==> config.mk <==
export PLATFORM = sky130hd
export DESIGN_NAME = mem_arbiter_flat
export DESIGN_NICKNAME = d
export VERILOG_FILES = /design/src/rtl/mem_arb_pkg.sv /design/src/rtl/mem_arbiter_if.sv /design/src/rtl/mem_arb_pick.sv /design/src/rtl/mem_arbiter.sv /design/src/flat_wrapper.sv
export SDC_FILE = /design/constraint.sdc
export NUM_CORES = 1
export LEC_CHECK = 0
export CAP_MARGIN = 10
export CORE_MARGIN = 2
export CORE_UTILIZATION = 44
export DETAILED_ROUTE_END_ITERATION = 6
export MAX_ROUTING_LAYER = met4
export PLACE_DENSITY = 0.9
export SLEW_MARGIN = 30
export SYNTH_ARGS = -nofsm -noshare
export SYNTH_HDL_FRONTEND = slang
export SYNTH_SLANG_ARGS = --single-unit
==> constraint.sdc <==
create_clock -name Clk -period 3.99 [get_ports Clk]
set_input_delay 0.399 -clock Clk [delete_from_list [all_inputs] [get_ports Clk]]
set_output_delay 0.399 -clock Clk [all_outputs]
set_load 0.01 [all_outputs]
==> src/rtl/mem_arb_pkg.sv <==
// Shared types and limits for the two-port SRAM arbiter.
package mem_arb_pkg;

   localparam int WAIT_STATES_MAX = 15;

   typedef enum logic [1:0] {IDLE, SETUP, ACCESS, DONE} state_t;

   typedef enum logic {PORT_CPU, PORT_DBG} port_id_t;

   function automatic port_id_t other_port(input port_id_t id);
      return (id == PORT_CPU) ? PORT_DBG : PORT_CPU;
   endfunction

endpackage

==> src/rtl/mem_arbiter_if.sv <==
// Request/response bundle for one requester of the SRAM arbiter.
interface mem_arbiter_if;

   logic        req;
   logic        we;
   logic [15:0] addr;
   logic [15:0] wdata;
   logic [15:0] rdata;
   logic        ack;

   modport master (output req, we, addr, wdata, input rdata, ack);
   modport slave  (input req, we, addr, wdata, output rdata, ack);

endinterface

==> src/rtl/mem_arb_pick.sv <==
// Combinational grant selection between the CPU and debug requesters.
module mem_arb_pick
   import mem_arb_pkg::*;
(
   input  logic     cpu_req,
   input  logic     dbg_req,
   input  port_id_t prio,
   output port_id_t grant_id,
   output logic     grant_valid
);

   // Only a tie consults the priority pointer; a lone request always wins.
   always_comb begin
      grant_valid = cpu_req | dbg_req;
      if (cpu_req && dbg_req) begin
         grant_id = prio;
      end else if (dbg_req) begin
         grant_id = PORT_DBG;
      end else begin
         grant_id = PORT_CPU;
      end
   end

endmodule

==> src/rtl/mem_arbiter.sv <==
// Two-port (CPU + debug) arbiter in front of an asynchronous SRAM.
// Define MEM_ARB_RR_EN for round-robin ties; otherwise the CPU always wins.
module mem_arbiter
   import mem_arb_pkg::*;
#(
   parameter int WAIT_STATES = 2
)
(
   input  logic        Clk,
   input  logic        Reset,
   mem_arbiter_if.slave cpu,
   mem_arbiter_if.slave dbg,
   output logic [15:0] sram_addr,
   output logic [15:0] sram_dout,
   output logic        sram_dout_en,
   input  logic [15:0] sram_din,
   output logic        sram_ce_n,
   output logic        sram_oe_n,
   output logic        sram_we_n
);

   localparam int CW = $clog2(WAIT_STATES_MAX + 1);
   localparam logic [CW-1:0] WAIT_LOAD = CW'(WAIT_STATES - 1);

   state_t        state;
   state_t        next_state;
   logic [CW-1:0] wait_cnt;
   port_id_t      cur_id;
   logic          cur_we;
   port_id_t      prio;
   port_id_t      grant_id;
   logic          grant_valid;
   logic [15:0]   cpu_rdata_q;
   logic [15:0]   dbg_rdata_q;
   logic          ack_cpu;
   logic          ack_dbg;

   mem_arb_pick u_pick (
      .cpu_req     (cpu.req),
      .dbg_req     (dbg.req),
      .prio        (prio),
      .grant_id    (grant_id),
      .grant_valid (grant_valid)
   );

`ifdef MEM_ARB_RR_EN
   // The port just served loses the next tie.
   always_ff @(posedge Clk) begin
      if (Reset) begin
         prio <= PORT_CPU;
      end else if (state == DONE) begin
         prio <= other_port(cur_id);
      end
   end
`else
   assign prio = PORT_CPU;
`endif

   always_ff @(posedge Clk) begin
      if (Reset) begin
         state <= IDLE;
      end else begin
         state <= next_state;
      end
   end

   // The SRAM bus is driven only from values latched in IDLE, so requesters may change inputs mid-transfer.
   always_ff @(posedge Clk) begin
      if (Reset) begin
         cur_id    <= PORT_CPU;
         cur_we    <= 1'b0;
         sram_addr <= 16'h0000;
         sram_dout <= 16'h0000;
         wait_cnt  <= '0;
      end else begin
         case (state)
            IDLE: begin
               if (grant_valid) begin
                  cur_id <= grant_id;
                  if (grant_id == PORT_DBG) begin
                     cur_we    <= dbg.we;
                     sram_addr <= dbg.addr;
                     sram_dout <= dbg.wdata;
                  end else begin
                     cur_we    <= cpu.we;
                     sram_addr <= cpu.addr;
                     sram_dout <= cpu.wdata;
                  end
               end
            end
            SETUP:   wait_cnt <= WAIT_LOAD;
            ACCESS:  if (wait_cnt != '0) wait_cnt <= wait_cnt - 1'b1;
            default: ;
         endcase
      end
   end

   always_ff @(posedge Clk) begin
      if (Reset) begin
         cpu_rdata_q <= 16'h0000;
         dbg_rdata_q <= 16'h0000;
      end else if (state == ACCESS && wait_cnt == '0 && !cur_we) begin
         if (cur_id == PORT_CPU) begin
            cpu_rdata_q <= sram_din;
         end else begin
            dbg_rdata_q <= sram_din;
         end
      end
   end

   always_comb begin
      next_state   = state;
      sram_ce_n    = 1'b1;
      sram_oe_n    = 1'b1;
      sram_we_n    = 1'b1;
      sram_dout_en = 1'b0;
      ack_cpu      = 1'b0;
      ack_dbg      = 1'b0;
      case (state)
         IDLE: begin
            if (grant_valid) next_state = SETUP;
         end
         SETUP: begin
            sram_ce_n    = 1'b0;
            sram_dout_en = cur_we;
            next_state   = ACCESS;
         end
         ACCESS: begin
            sram_ce_n    = 1'b0;
            sram_oe_n    = cur_we;
            sram_we_n    = ~cur_we;
            sram_dout_en = cur_we;
            if (wait_cnt == '0) next_state = DONE;
         end
         DONE: begin
            ack_cpu    = (cur_id == PORT_CPU);
            ack_dbg    = (cur_id == PORT_DBG);
            next_state = IDLE;
         end
         default: next_state = IDLE;
      endcase
   end

   assign cpu.ack   = ack_cpu;
   assign dbg.ack   = ack_dbg;
   assign cpu.rdata = cpu_rdata_q;
   assign dbg.rdata = dbg_rdata_q;

endmodule

==> src/flat_wrapper.sv <==
// flat-port wrapper written by rule: the top's interface ports become plain ports
module mem_arbiter_flat import mem_arb_pkg::*;
#(
   parameter int WAIT_STATES = 2
)
  (Clk, Reset, sram_addr, sram_dout, sram_dout_en, sram_din, sram_ce_n, sram_oe_n, sram_we_n, cpu_req, cpu_we, cpu_addr, cpu_wdata, cpu_rdata, cpu_ack, dbg_req, dbg_we, dbg_addr, dbg_wdata, dbg_rdata, dbg_ack);
  mem_arbiter_if cpu_i ();
  mem_arbiter_if dbg_i ();
  input  logic Clk;
  input  logic Reset;
  output logic [15:0] sram_addr;
  output logic [15:0] sram_dout;
  output logic sram_dout_en;
  input  logic [15:0] sram_din;
  output logic sram_ce_n;
  output logic sram_oe_n;
  output logic sram_we_n;
  input wire logic [$bits(cpu_i.req)-1:0] cpu_req;
  input wire logic [$bits(cpu_i.we)-1:0] cpu_we;
  input wire logic [$bits(cpu_i.addr)-1:0] cpu_addr;
  input wire logic [$bits(cpu_i.wdata)-1:0] cpu_wdata;
  output wire logic [$bits(cpu_i.rdata)-1:0] cpu_rdata;
  output wire logic [$bits(cpu_i.ack)-1:0] cpu_ack;
  input wire logic [$bits(dbg_i.req)-1:0] dbg_req;
  input wire logic [$bits(dbg_i.we)-1:0] dbg_we;
  input wire logic [$bits(dbg_i.addr)-1:0] dbg_addr;
  input wire logic [$bits(dbg_i.wdata)-1:0] dbg_wdata;
  output wire logic [$bits(dbg_i.rdata)-1:0] dbg_rdata;
  output wire logic [$bits(dbg_i.ack)-1:0] dbg_ack;
  assign cpu_i.req = cpu_req;
  assign cpu_i.we = cpu_we;
  assign cpu_i.addr = cpu_addr;
  assign cpu_i.wdata = cpu_wdata;
  assign cpu_rdata = cpu_i.rdata;
  assign cpu_ack = cpu_i.ack;
  assign dbg_i.req = dbg_req;
  assign dbg_i.we = dbg_we;
  assign dbg_i.addr = dbg_addr;
  assign dbg_i.wdata = dbg_wdata;
  assign dbg_rdata = dbg_i.rdata;
  assign dbg_ack = dbg_i.ack;
  mem_arbiter #(.WAIT_STATES(WAIT_STATES)) u_core (.Clk(Clk), .Reset(Reset), .cpu(cpu_i), .dbg(dbg_i), .sram_addr(sram_addr), .sram_dout(sram_dout), .sram_dout_en(sram_dout_en), .sram_din(sram_din), .sram_ce_n(sram_ce_n), .sram_oe_n(sram_oe_n), .sram_we_n(sram_we_n));
endmodule
# == Word-level counts from Yosys, hierarchy flattened ==
# Cells that the tools add are included.
# word_totals
reg_bits,72
wordCells,48
in_bits,86
out_inout_bits,70
# op_classes
n_reduce_logical,14
addsub,1
n_bitwise,3
n_mux,16
eq_ne,6
# ops
op,count
2-to-1 mux 16 bit,2
AND reduction 2 bit,5
2-to-1 mux 1 bit,9
case mux 2 bit (4 select lines),1
case mux 4 bit (2 select lines),1
equality test 2 bit (second input constant),2
logical NOT 4 bit,1
2-to-1 mux 2 bit,2
2-to-1 mux 4 bit,1
inequality test 2 x 1 -> 1 bit (second input constant),2
nonzero test 4 bit,1
subtractor 4 x 1 -> 4 bit (second input constant),1
logical AND 1 bit,3
equality test 2 x 1 -> 1 bit (second input constant),1
logical NOT 2 bit,1
inequality test 2 bit (second input constant),1
inverter 1 bit,2
nonzero test 2 bit,1
OR reduction 2 bit,1
logical NOT 1 bit,1
bitwise OR 1 bit,1

# == Depth between registers and ports, before layout ==
# Gate-level depths: netlist of the first run.
# logic_depth
depth_word,4
ltp_mapped,7
depth_no_buf,5

# == Modules after synthesis ==
# From an unflattened synthesis of the first run, not the netlist that was laid out.
# hier_totals
hier_cells,331
area_unflattened_um2,3149.3
# modules_own_cells
module,instances,cells_per_inst,area_each_um2,seq_area_each_um2
mem_arbiter,1,328,3131.8,1441.4
mem_arb_pick,1,3,17.5,0.0

# == Least setup slack after synthesis of the first run ==
# No wires, ideal clock.
# synth_timing
path_kind,flip-flop to flip-flop
startpoint,register u_core.state[0]
endpoint,"register u_core.cpu_rdata_q[10], in the netlist u_core.cpu.rdata[10]"
setup_slack_ns,2.283
path_stages_with_launch,8
n_path_buf,2
t_required_ns,3.872
period_less_slack_ns,1.707
arrival_time_ns,1.589
cell_sequence,dfxtp_1 > inv_1 > ha_1 > nand2_1 > or4_4 > buf_6 > buf_12 > mux2i_1
# synth_via
elab_chain_cells,4
# synth_lines
item,line_no,text
from (decl),mem_arbiter.sv:25,state_t state;
from (signal assigned),mem_arbiter.sv:63,state <= next_state;
equality test 2 bit,mem_arbiter.sv:102,end else if (state == ACCESS && wait_cnt == '0 && !cur_we) begin
logical AND 1 bit (2 in a row),mem_arbiter.sv:102,
AND reduction 2 bit (no line),n/a,
to (signal assigned),mem_arbiter.sv:104,cpu_rdata_q <= sram_din;
to (decl),mem_arbiter.sv:33,logic [15:0] cpu_rdata_q;
# Every way passes these cells.
# A chain may end at the register's enable or synchronous reset.

# == Worst setup path in the final report of the first run ==
# layout_timing
startpoint,register u_core.state[0]
endpoint,output sram_oe_n
# layout_via
elab_chain_cells,2
# layout_lines
item,line_no,text
equality test 2 bit,mem_arbiter.sv:119,case (state)
2-to-1 mux 1 bit,mem_arbiter.sv:119,
to (decl),flat_wrapper.sv:16,output logic sram_oe_n;
# Every way passes these cells.

==> results of run 1 <==
-- area by class of cell --
cell class	instances	area, µm²	share of cell area
clock buffers	12	155	0.0307
clock inverters	3	65.1	0.0129
inverters	5	18.8	0.00372
multi-input cells	222	1680	0.332
flip-flops and latches	72	1440	0.285
well taps	99	124	0.0245
repair buffers	158	1570	0.311
-- metrics by stage --
step,total power [mW],instance area [µm²],hold WS (ns),std cells,setup slack (ns)
6_report,2.67,5050,0.474,571,1.78
5_1_grt,2.85,5050,0.502,571,1.66
4_1_cts,2.70,5050,0.479,571,1.77
3_5_place_dp,2.06,4830,0.467,556,1.60
3_3_place_gp,2.03,4820,0.458,556,1.70
2_1_floorplan,1.56,3260,0.477,326,2.28
-- kinds of logic after synthesis --
group	after synthesis
DFF	72
AOI/OAI and AO/OA	43
adders and majority gates	5
muxes	67
buffers and inverters	32
and+or+nand+nor	107
-- flip-flops by register name, summed over array words and instances, names as in the netlist --
| register | cells |
|---|---|
| u_core.cpu.rdata | 16 |
| u_core.cur_id | 1 |
| u_core.cur_we | 1 |
| u_core.dbg.rdata | 16 |
| u_core.sram_addr | 16 |
| u_core.sram_dout | 16 |
| u_core.state | 2 |
| u_core.wait_cnt | 4 |
-- layout by cell type (no fill, tap or decap) --
master	instances
a211o_1	1
a211oi_1	36
a21oi_1	3
a22o_1	1
a311oi_1	1
and2_1	2
buf_2	1
buf_4	3
bufinv_16	2
clkbuf_1	1
clkbuf_8	11
clkdlybuf4s50_1	154
clkinv_2	1
dfxtp_1	72
ha_1	5
inv_1	5
mux2_2	1
mux2i_1	66
nand2_1	2
nand2b_1	52
nand3_1	2
nand3b_1	1
nand4b_1	1
nor2_1	35
nor2b_1	2
nor2b_4	1
nor3_1	2
nor3b_1	1
nor4_1	1
nor4b_4	1
o21a_4	1
or2_4	1
or3b_2	1
or4_4	1
or4b_2	1
-- power by group through the flow --
stage | registers (mW) | logic (mW) | clock network [mW]
global route | 1.03 | 1.14 | 0.683
floorplan | 1.07 | 0.494 | 0
finish | 1.01 | 1.04 | 0.629
global placement | 1.01 | 1.02 | 0
CTS | 1.01 | 1.05 | 0.646
detailed placement | 1.02 | 1.04 | 0
-- routing by layer --
layer | up-vias | track usage | part of all wire
li1 | 1412 | - | -
met1 | 1236 | 0.247 | 0.45
met2 | 121 | 0.330 | 0.47
met3 | 12 | 0.0520 | 0.065
met4 | 0 | 0.0769 | 0.014
met5 | - | - | 0
-- critical path: cells and delay by family, from the launching register on --
kind,cells,cell delay (ns)
adders and majority gates,1,0.35
buffers and inverters,2,0.66
DFF,1,0.36
and+or+nand+nor,1,0.12
-- worst max path at each step --
stage                                              endpoint  slack [ns]  cells past startpoint
after floorplan           u_core.cpu.rdata[10]$_SDFFE_PP0P_        2.28                      7
after global placement    u_core.sram_dout[11]$_SDFFE_PP0P_        1.70                      5
after detailed placement   u_core.sram_addr[4]$_SDFFE_PP0P_        1.60                      5
after CTS                                         sram_oe_n        1.77                      4
after global routing                           sram_dout_en        1.66                      4
final                                             sram_oe_n        1.78                      4
==> summary.md, run 1 <==
| Metric | Value |
|---|---|
| Pins Over Slew Limit | 0 |
| Hold Path Cell Cnt | 2 |
| Die area | 8110 µm² |
| Worst slew pin tran | 0.720 ns |
| Fin crit period | 2.21 ns |
| Max-Slew Margin vs Limit | 0.520 |
| Sw power | 0.836 mW |
| Startpoint types | flip-flop |
| Clock share of power | 0.235 |
| # hold bufs at CTS | 0 |
| Hold Path Sink | u_core.cpu.rdata[14]$_SDFFE_PP0P_ |
| Root Driver | clkbuf_8 |
| Final wirelength | 7.88 mm |
| Clk_lat worst skew | 0.33 ns |
| Vias | 2781 |
| Compound-Gate Fraction of Synth Area | 0.0980 |
| DP HPWL | 5.96 mm |
| Area of the core | 7210 µm² |
| Cells along the critical path | inv_1 -> ha_1 -> nand2b_1 -> clkdlybuf4s50_1 |
| Post-synth EDFFs | 0 |
| Ports | 156 |
| Crit end category | primary output |
| Final core area utilization | 0.700 |
| Commonest cells post-synth | dfxtp_1 (72), mux2i_1 (66), nand2b_1 (52) |
| Area contributors post-synth | dfxtp_1 (44%), mux2i_1 (20%), nand2b_1 (10%) |
| CTS tree | yes |
| Synth unique cells | 32 |
| Logic pwr share | 0.388 |
| WL/cell | 13.8 µm |
| Total grt overflow | 0 |
| Crit share post-route | 0.553 |
| Hold_sp | u_core.cpu.rdata[14]$_SDFFE_PP0P_ |
| Internal Power | 1.84 mW |
| GRT Total Usage | 0.204 |
| Switching Fraction | 0.313 |
| Max Fanout on Critical Path | 13 |
| First-pass GRT wire length | 13.0 mm |
| Main synth FF type | dfxtp_1 |
| Crit Reg-Reg Startpoint | u_core.state[0]$_SDFFE_PP0P_ |
| Sequential share of the synthesized area | 0.443 |
| Htree depth | 3 |
| Pwr dens | 530 nW/µm² |
| CTS buffer count | 9 |
| Layout cell share with drive strength beyond 1 | 0.0551 |
| Yosys reg bits | 72 |
| Clock-pin slew on the worst setup and hold paths | 0.07 ns |
| Post-Synth Simple-Gate Area | 0.187 |
| Final ANT Viol Nets | 0 |
| Initial antenna violation count | 0 |
| Count leader, synth | dfxtp_1 |
| Filler cell count in the final layout | 563 |
| GP Congestion | 0.712 |
| Hold/Removal Path Class | reg -> reg |
| Max-cap viol count | 0 |
| Maximum clock rate | 0.453 GHz |
| Sequential Power Share | 0.376 |
| Post-synthesis xor/xnor area fraction | 0 |
| Die height | 90.0 µm |
| Data required, critical path | 3.59 ns |
| Number of remaining DRC errors | 0 |
| CTS Sinks | 72 |
| Syn. warnings | 0 |
| Row count | 31 |
| Starting Density | 0.451 |
| Flop-to-flop setup slack | 1.90 ns |
| Worst ir drop on vdd | 0.399 mV |
| Final Hold Fails | 0 |
| Crit-path slowest cell | clkdlybuf4s50_1 |
| Final clock skew | 0.00563 ns |
| ANT cells | 0 |
| Mapped Area | 3260 µm² |
| Die W | 90.0 µm |
| Cell accounting for the most synthesized area | dfxtp_1 |
| Post-synth top area share | 0.443 |
| First drt pass iteration count | 4 |
| Final Net Count | 559 |
| Synth Area in Adders | 0.0192 |
| Layout Area Growth over Synthesis | 55.1% |
| Cells after Synth | 326 |
| Leakage | 1.92 nW |
| Setup TNS | 0 ns |
| # setup viols final | 0 |
| CTS resizes | 0 |
| Post-synth ARST share | 0 |
| Mapped Avg Cell Area | 9.99 µm² |
| Largest net degree at the start of global routing | 67 |
| CTS Buffer Depth | 2 |
| Syn Nets | 417 |
| Reg2reg end | u_core.dbg.rdata[14]$_SDFFE_PP0P_ |
| Crit Path Class | reg -> out |
| Post-CTS Setup Repair Bufs | 0 |
| Vias in the first global route | 2802 |
| Port bufs | 155 |
| Initial DRC Count | 72 |
| CP Launch Point | u_core.state[0]$_SDFFE_PP0P_ |
| RSZ-0062 raised after global routing | no |
| Status | completed |
| Worst r2r path cells | 5 |
| Vias/cell | 4.87 |
| Mux contribution to synthesized area | 0.206 |
| Worst path arrival time | 1.81 ns |
| CP peak stage delay | 0.57 ns |
| Largest family of logic cells by synthesized area | multiplexers |
(Power assumes the default switching activity.)
==> run 2, diff against run 1 <==
--- a/config.mk
+++ b/config.mk
@@ -7,10 +7,10 @@
 export LEC_CHECK = 0
 export CAP_MARGIN = 10
 export CORE_MARGIN = 2
-export CORE_UTILIZATION = 44
+export CORE_UTILIZATION = 37
 export DETAILED_ROUTE_END_ITERATION = 6
 export MAX_ROUTING_LAYER = met4
-export PLACE_DENSITY = 0.9
+export PLACE_DENSITY = 0.81
 export SLEW_MARGIN = 30
 export SYNTH_ARGS = -nofsm -noshare
 export SYNTH_HDL_FRONTEND = slang
==> constraint.sdc (replaced) <==
create_clock -name Clk -period 1.9 [get_ports Clk]
set_input_delay 0.19 -clock Clk [delete_from_list [all_inputs] [get_ports Clk]]
set_output_delay 0.19 -clock Clk [all_outputs]
set_load 0.01 [all_outputs]
==> run 2 against run 1 <==
  * Non-clock buffer count up 5
  * Sequential power up 110%
  * Global-route usage down 3.5 points
  * Die area up 18%
  * Clock skew up 0.0030 ns
  * Wire length up 0.42%
  * Combinational power up 110%
  * Power up 110%
  * Core utilization down 11 points
  * Clock power up 97%
  * Design area up 1.5%
  * Sequential cell count unchanged
  * Critical path type unchanged
  * Critical endpoint is now cpu_ack
==> summary.md, run 2 (same netlist as run 1, synthesis figures left out) <==
| Metric | Value |
|---|---|
| Starting Density | 0.377 |
| Vias in the first global route | 2757 |
| CTS tree | yes |
| Port bufs | 155 |
| Startpoint types | flip-flop |
| Data required, critical path | 1.71 ns |
| Hold/Removal Path Class | in -> reg |
| DP HPWL | 6.00 mm |
| Filler cell count in the final layout | 748 |
| Root Driver | clkbuf_8 |
| CTS Sinks | 72 |
| Fin crit period | 1.78 ns |
| Pwr dens | 1080 nW/µm² |
| Setup TNS | 0 ns |
| Ports | 156 |
| Pins Over Slew Limit | 0 |
| Crit end category | primary output |
| Die height | 97.8 µm |
| Final Hold Fails | 0 |
| RSZ-0062 raised after global routing | no |
| Htree depth | 3 |
| Worst path arrival time | 1.59 ns |
| Max-cap viol count | 0 |
| Die area | 9570 µm² |
| Status | completed |
| GRT Total Usage | 0.169 |
| Crit Path Class | reg -> out |
| Maximum clock rate | 0.562 GHz |
| GP Congestion | 0.752 |
| Layout Area Growth over Synthesis | 57.4% |
| Worst slew pin tran | 0.552 ns |
| Row count | 34 |
| CTS Buffer Depth | 2 |
| First-pass GRT wire length | 12.9 mm |
| Max-Slew Margin vs Limit | 0.629 |
| Leakage | 1.95 nW |
| Clk_lat worst skew | 0.33 ns |
| CTS buffer count | 9 |
| ANT cells | 0 |
| Number of remaining DRC errors | 0 |
| Most frequent cells in the layout | clkdlybuf4s50_1 (150), dfxtp_1 (71), mux2i_1 (66) |
| Final Net Count | 564 |
| First drt pass iteration count | 4 |
| Final clock skew | 0.00864 ns |
| Most common cell after layout, fill and taps aside | clkdlybuf4s50_1 |
| # setup viols final | 0 |
| Final wirelength | 7.92 mm |
| Post-CTS Setup Repair Bufs | 0 |
| Clock-pin slew on the worst setup and hold paths | 0.07 ns |
| Worst ir drop on vdd | 0.492 mV |
| Initial antenna violation count | 0 |
| Initial DRC Count | 74 |
| Total grt overflow | 0 |
| Crit share post-route | 0.936 |
| Layout cell share with drive strength beyond 1 | 0.0711 |
| Die W | 97.8 µm |
| Final Power | 5.56 mW |
| Max Fanout on Critical Path | 4 |
| WL/cell | 13.5 µm |
| Final ANT Viol Nets | 0 |
| Vias | 2778 |
| Area of the core | 8640 µm² |
| Vias/cell | 4.74 |
| Largest net degree at the start of global routing | 65 |
## run 2: area by class of cell
cell class / instances / area [µm²] / share of cell area
clock buffer: 11 / 151 / 0.0295
clock inverter: 5 / 55.1 / 0.0107
inverter: 5 / 18.8 / 0.00366
multi-input combinational: 222 / 1670 / 0.326
sequential: 72 / 1440 / 0.281
tap: 108 / 135 / 0.0264
timing repair buffer: 163 / 1650 / 0.322
## run 2: worst paths after layout
check	start	endpoint	slack (ns)	cells past startpoint
setup / recovery	u_core.state[1]$_SDFFE_PP0P_	cpu_ack	0.12	3
hold / removal	Reset	u_core.wait_cnt[1]$_SDFFE_PP0P_	0.14	2
setup reg to reg	u_core.state[0]$_SDFFE_PP0P_	u_core.dbg.rdata[15]$_SDFFE_PP0P_	0.16	5
hold reg to reg	u_core.dbg.rdata[8]$_SDFFE_PP0P_	u_core.dbg.rdata[8]$_SDFFE_PP0P_	0.48	2
## run 2: critical path, stage by stage (launching register included)
cell,delay (ns)
dfxtp_1,0.39
ha_1,0.18
nor2b_1,0.12
clkdlybuf4s50_1,0.57
## run 2: what timing repair did
action	4_1_cts	5_1_grt
endpoints found under the hold margin	0	0
endpoints found under the setup margin	4	0
resized for setup	5	0
hold buffers	0	0
## run 2: power breakdown
part           internal (mW)  switching, mW  total [mW]  leakage, nW
registers               1.88          0.222        2.10        0.590
logic                   1.21           1.01        2.22         1.26
clock network          0.674          0.563        1.24        0.101
total                   3.77           1.79        5.56         1.95
## run 2: through the flow
stage               std cells  setup slack (ns)  instance area [µm²]  hold WS [ns]  utilization
finish                    586             0.121                 5120         0.144        0.593
global route              586            0.0352                 5120         0.136        0.593
CTS                       586             0.107                 5120         0.134        0.593
detailed placement        570             0.153                 4920         0.462        0.570
global placement          570             0.234                 4920         0.458        0.570
floorplan                 326             0.193                 3260         0.290            -
## run 2: routing by layer
metal  up-vias  share of wire  GRT usage
li1       1426              -          -
met1      1239           0.46      0.208
met2       111           0.46      0.266
met3         2          0.081     0.0587
met4         0         0.0044     0.0449
met5         -              0          -
==> run 3, diff against run 2 <==
--- a/config.mk
+++ b/config.mk
@@ -8,6 +8,7 @@
 export CAP_MARGIN = 10
 export CORE_MARGIN = 2
 export CORE_UTILIZATION = 37
+export CTS_CLUSTER_SIZE = 12
 export DETAILED_ROUTE_END_ITERATION = 6
 export MAX_ROUTING_LAYER = met4
 export PLACE_DENSITY = 0.81
==> constraint.sdc (replaced) <==
create_clock -name Clk -period 1.9 [get_ports Clk]
set_input_delay 0.475 -clock Clk [delete_from_list [all_inputs] [get_ports Clk]]
set_output_delay 0.475 -clock Clk [all_outputs]
set_load 0.01 [all_outputs]
==> run 3 against run 2 <==
  * Sequential share of layout area down 0.43 points
  * Design area up 1.5%
  * Non-clock buffer count up 6
  * Critical path depth up 1
  * Global-route usage up 0.93 points
  * Core utilization up 0.87 points
  * Final cell count up 1.0%
==> summary.md, run 3 (same netlist as run 1, synthesis figures left out) <==
| Metric | Value |
|---|---|
| Worst path arrival time | 1.35 ns |
| Final Hold Fails | 0 |
| Vias | 2853 |
| Setup TNS | 0 ns |
| Final clock skew | 0.0122 ns |
| Layout cell share with drive strength beyond 1 | 0.0930 |
| Initial DRC Count | 67 |
| Placed insts | 576 |
| Most common cell after layout, fill and taps aside | clkdlybuf4s50_1 |
| GP Congestion | 0.748 |
| RSZ-0062 raised after global routing | no |
| Die height | 97.8 µm |
| Max-Slew Margin vs Limit | 0.787 |
| Register area | 1440 µm² |
| Root Driver | clkbuf_8 |
| CP Launch Point | u_core.state[1]$_SDFFE_PP0P_ |
| Final core area utilization | 0.602 |
| Startpoint types | flip-flop |
| Htree depth | 3 |
| DP HPWL | 6.28 mm |
| ANT cells | 0 |
| Clk_lat worst skew | 0.34 ns |
| Maximum clock rate | 0.549 GHz |
| CTS tree | yes |
| Worst slew pin tran | 0.320 ns |
| Data required, critical path | 1.42 ns |
| Pins Over Slew Limit | 0 |
| Reg2reg end | u_core.cpu.rdata[8]$_SDFFE_PP0P_ |
| DP Area | 4980 µm² |
| Max Fanout on Critical Path | 4 |
| Final Net Count | 570 |
| Hold Path Cell Cnt | 2 |
| Fin crit period | 1.82 ns |
| Final wirelength | 8.20 mm |
| Worst ir drop on vdd | 0.585 mV |
| Clock-pin slew on the worst setup and hold paths | 0.07 ns |
| Max-cap viol count | 0 |
| Vias in the first global route | 2951 |
| Dpl ws | 0.0264 ns |
| Final Worst Setup Slack | 0.0780 ns |
| Initial antenna violation count | 0 |
| Ports | 156 |
| CTS buffer count | 9 |
| Number of remaining DRC errors | 0 |
| Total grt overflow | 0 |
| CTS Sinks | 72 |
| First drt pass iteration count | 4 |
| Die area | 9570 µm² |
| Filler cell count in the final layout | 713 |
| CTS Buffer Depth | 2 |
| Worst r2r path cells | 5 |
| Most frequent cells in the layout | clkdlybuf4s50_1 (148), dfxtp_1 (72), mux2i_1 (66) |
| Hold Path Sink | u_core.dbg.rdata[8]$_SDFFE_PP0P_ |
| Largest net degree at the start of global routing | 53 |
| Pwr dens | 1110 nW/µm² |
| Final ANT Viol Nets | 0 |
| WL/cell | 13.8 µm |
| Fin area | 5200 µm² |
| Vias/cell | 4.82 |
| Area of the core | 8640 µm² |
| Crit share post-route | 0.959 |
| Hold/Removal Path Class | reg -> reg |
| # hold bufs at CTS | 0 |
| Crit Path Class | reg -> out |
| # setup viols final | 0 |
| Starting Density | 0.377 |
| Layout Cells excl Fill | 592 |
| Layout Area Growth over Synthesis | 59.7% |
| GRT Total Usage | 0.179 |
| Leakage | 1.99 nW |
| Flop-to-flop setup slack | 0.11 ns |
| Crit Reg-Reg Startpoint | u_core.state[1]$_SDFFE_PP0P_ |
| Die W | 97.8 µm |
| First-pass GRT wire length | 13.6 mm |
| Hold_sp | u_core.dbg.rdata[8]$_SDFFE_PP0P_ |
| Row count | 34 |
| Multi-input gate area | 1690 µm² |
| Crit end category | primary output |
| Port bufs | 155 |
| Status | completed |
run 3: cell types whose count changed in the layout (fill, tap and decap cells not counted), sizes merged:
| cell | change |
|---|---|
| buf | +6 |
| clkbuf | +3 |
| clkdlybuf4s50 | -2 |
| dlygate4sd2 | -2 |
| bufinv | +1 |
| clkdlybuf4s15 | +1 |
| clkinv | -1 |
run 3: power by group:
group,switching [mW],internal (mW),leakage [nW]
combinational,1.06,1.29,1.29
clock,0.559,0.774,0.106
sequential,0.218,1.88,0.590
run 3: through the flow:
stage / power [mW] / hold WS (ns)
floorplan: 3.29 / 0.477
global route: 6.17 / 0.491
detailed placement: 4.47 / 0.464
finish: 5.78 / 0.475
global placement: 4.41 / 0.457
CTS: 5.85 / 0.480
run 3: timing repair:
| action | CTS | global route |
|---|---|---|
| buffers inserted | 0 | 0 |
| setup endpoints to repair | 6 | 5 |
| resized for setup | 11 | 6 |
run 3: worst max path at each step:
stage / end / slack (ns)
floorplan: u_core.cpu.rdata[10]$_SDFFE_PP0P_ / 0.19
global placement: u_core.sram_addr[6]$_SDFFE_PP0P_ / 0.06
detailed placement: u_core.sram_dout[3]$_SDFFE_PP0P_ / 0.03
CTS: sram_dout_en / 0.0003
global route: sram_we_n / 0.02
finish: sram_we_n / 0.08
run 3: per-layer routing:
layer | part of all wire | track usage
met1 | 0.45 | 0.215
met3 | 0.073 | 0.0415
met2 | 0.46 | 0.291
met4 | 0.016 | 0.0673
met5 | 0 | -
run 3: layout make-up:
cell class                 instances  area share
timing repair buffer             169       0.327
multi-input combinational        222       0.324
sequential                        72       0.277
clock buffer                      11      0.0272
tap                              108      0.0260
clock inverter                     5      0.0154
inverter                           5     0.00361
run 3: critical path: stages (launching register included):
cell           delay (ns)
dfxtp_1              0.33
buf_4                0.12
ha_2                 0.20
nand2_1              0.07
dlygate4sd2_1        0.29
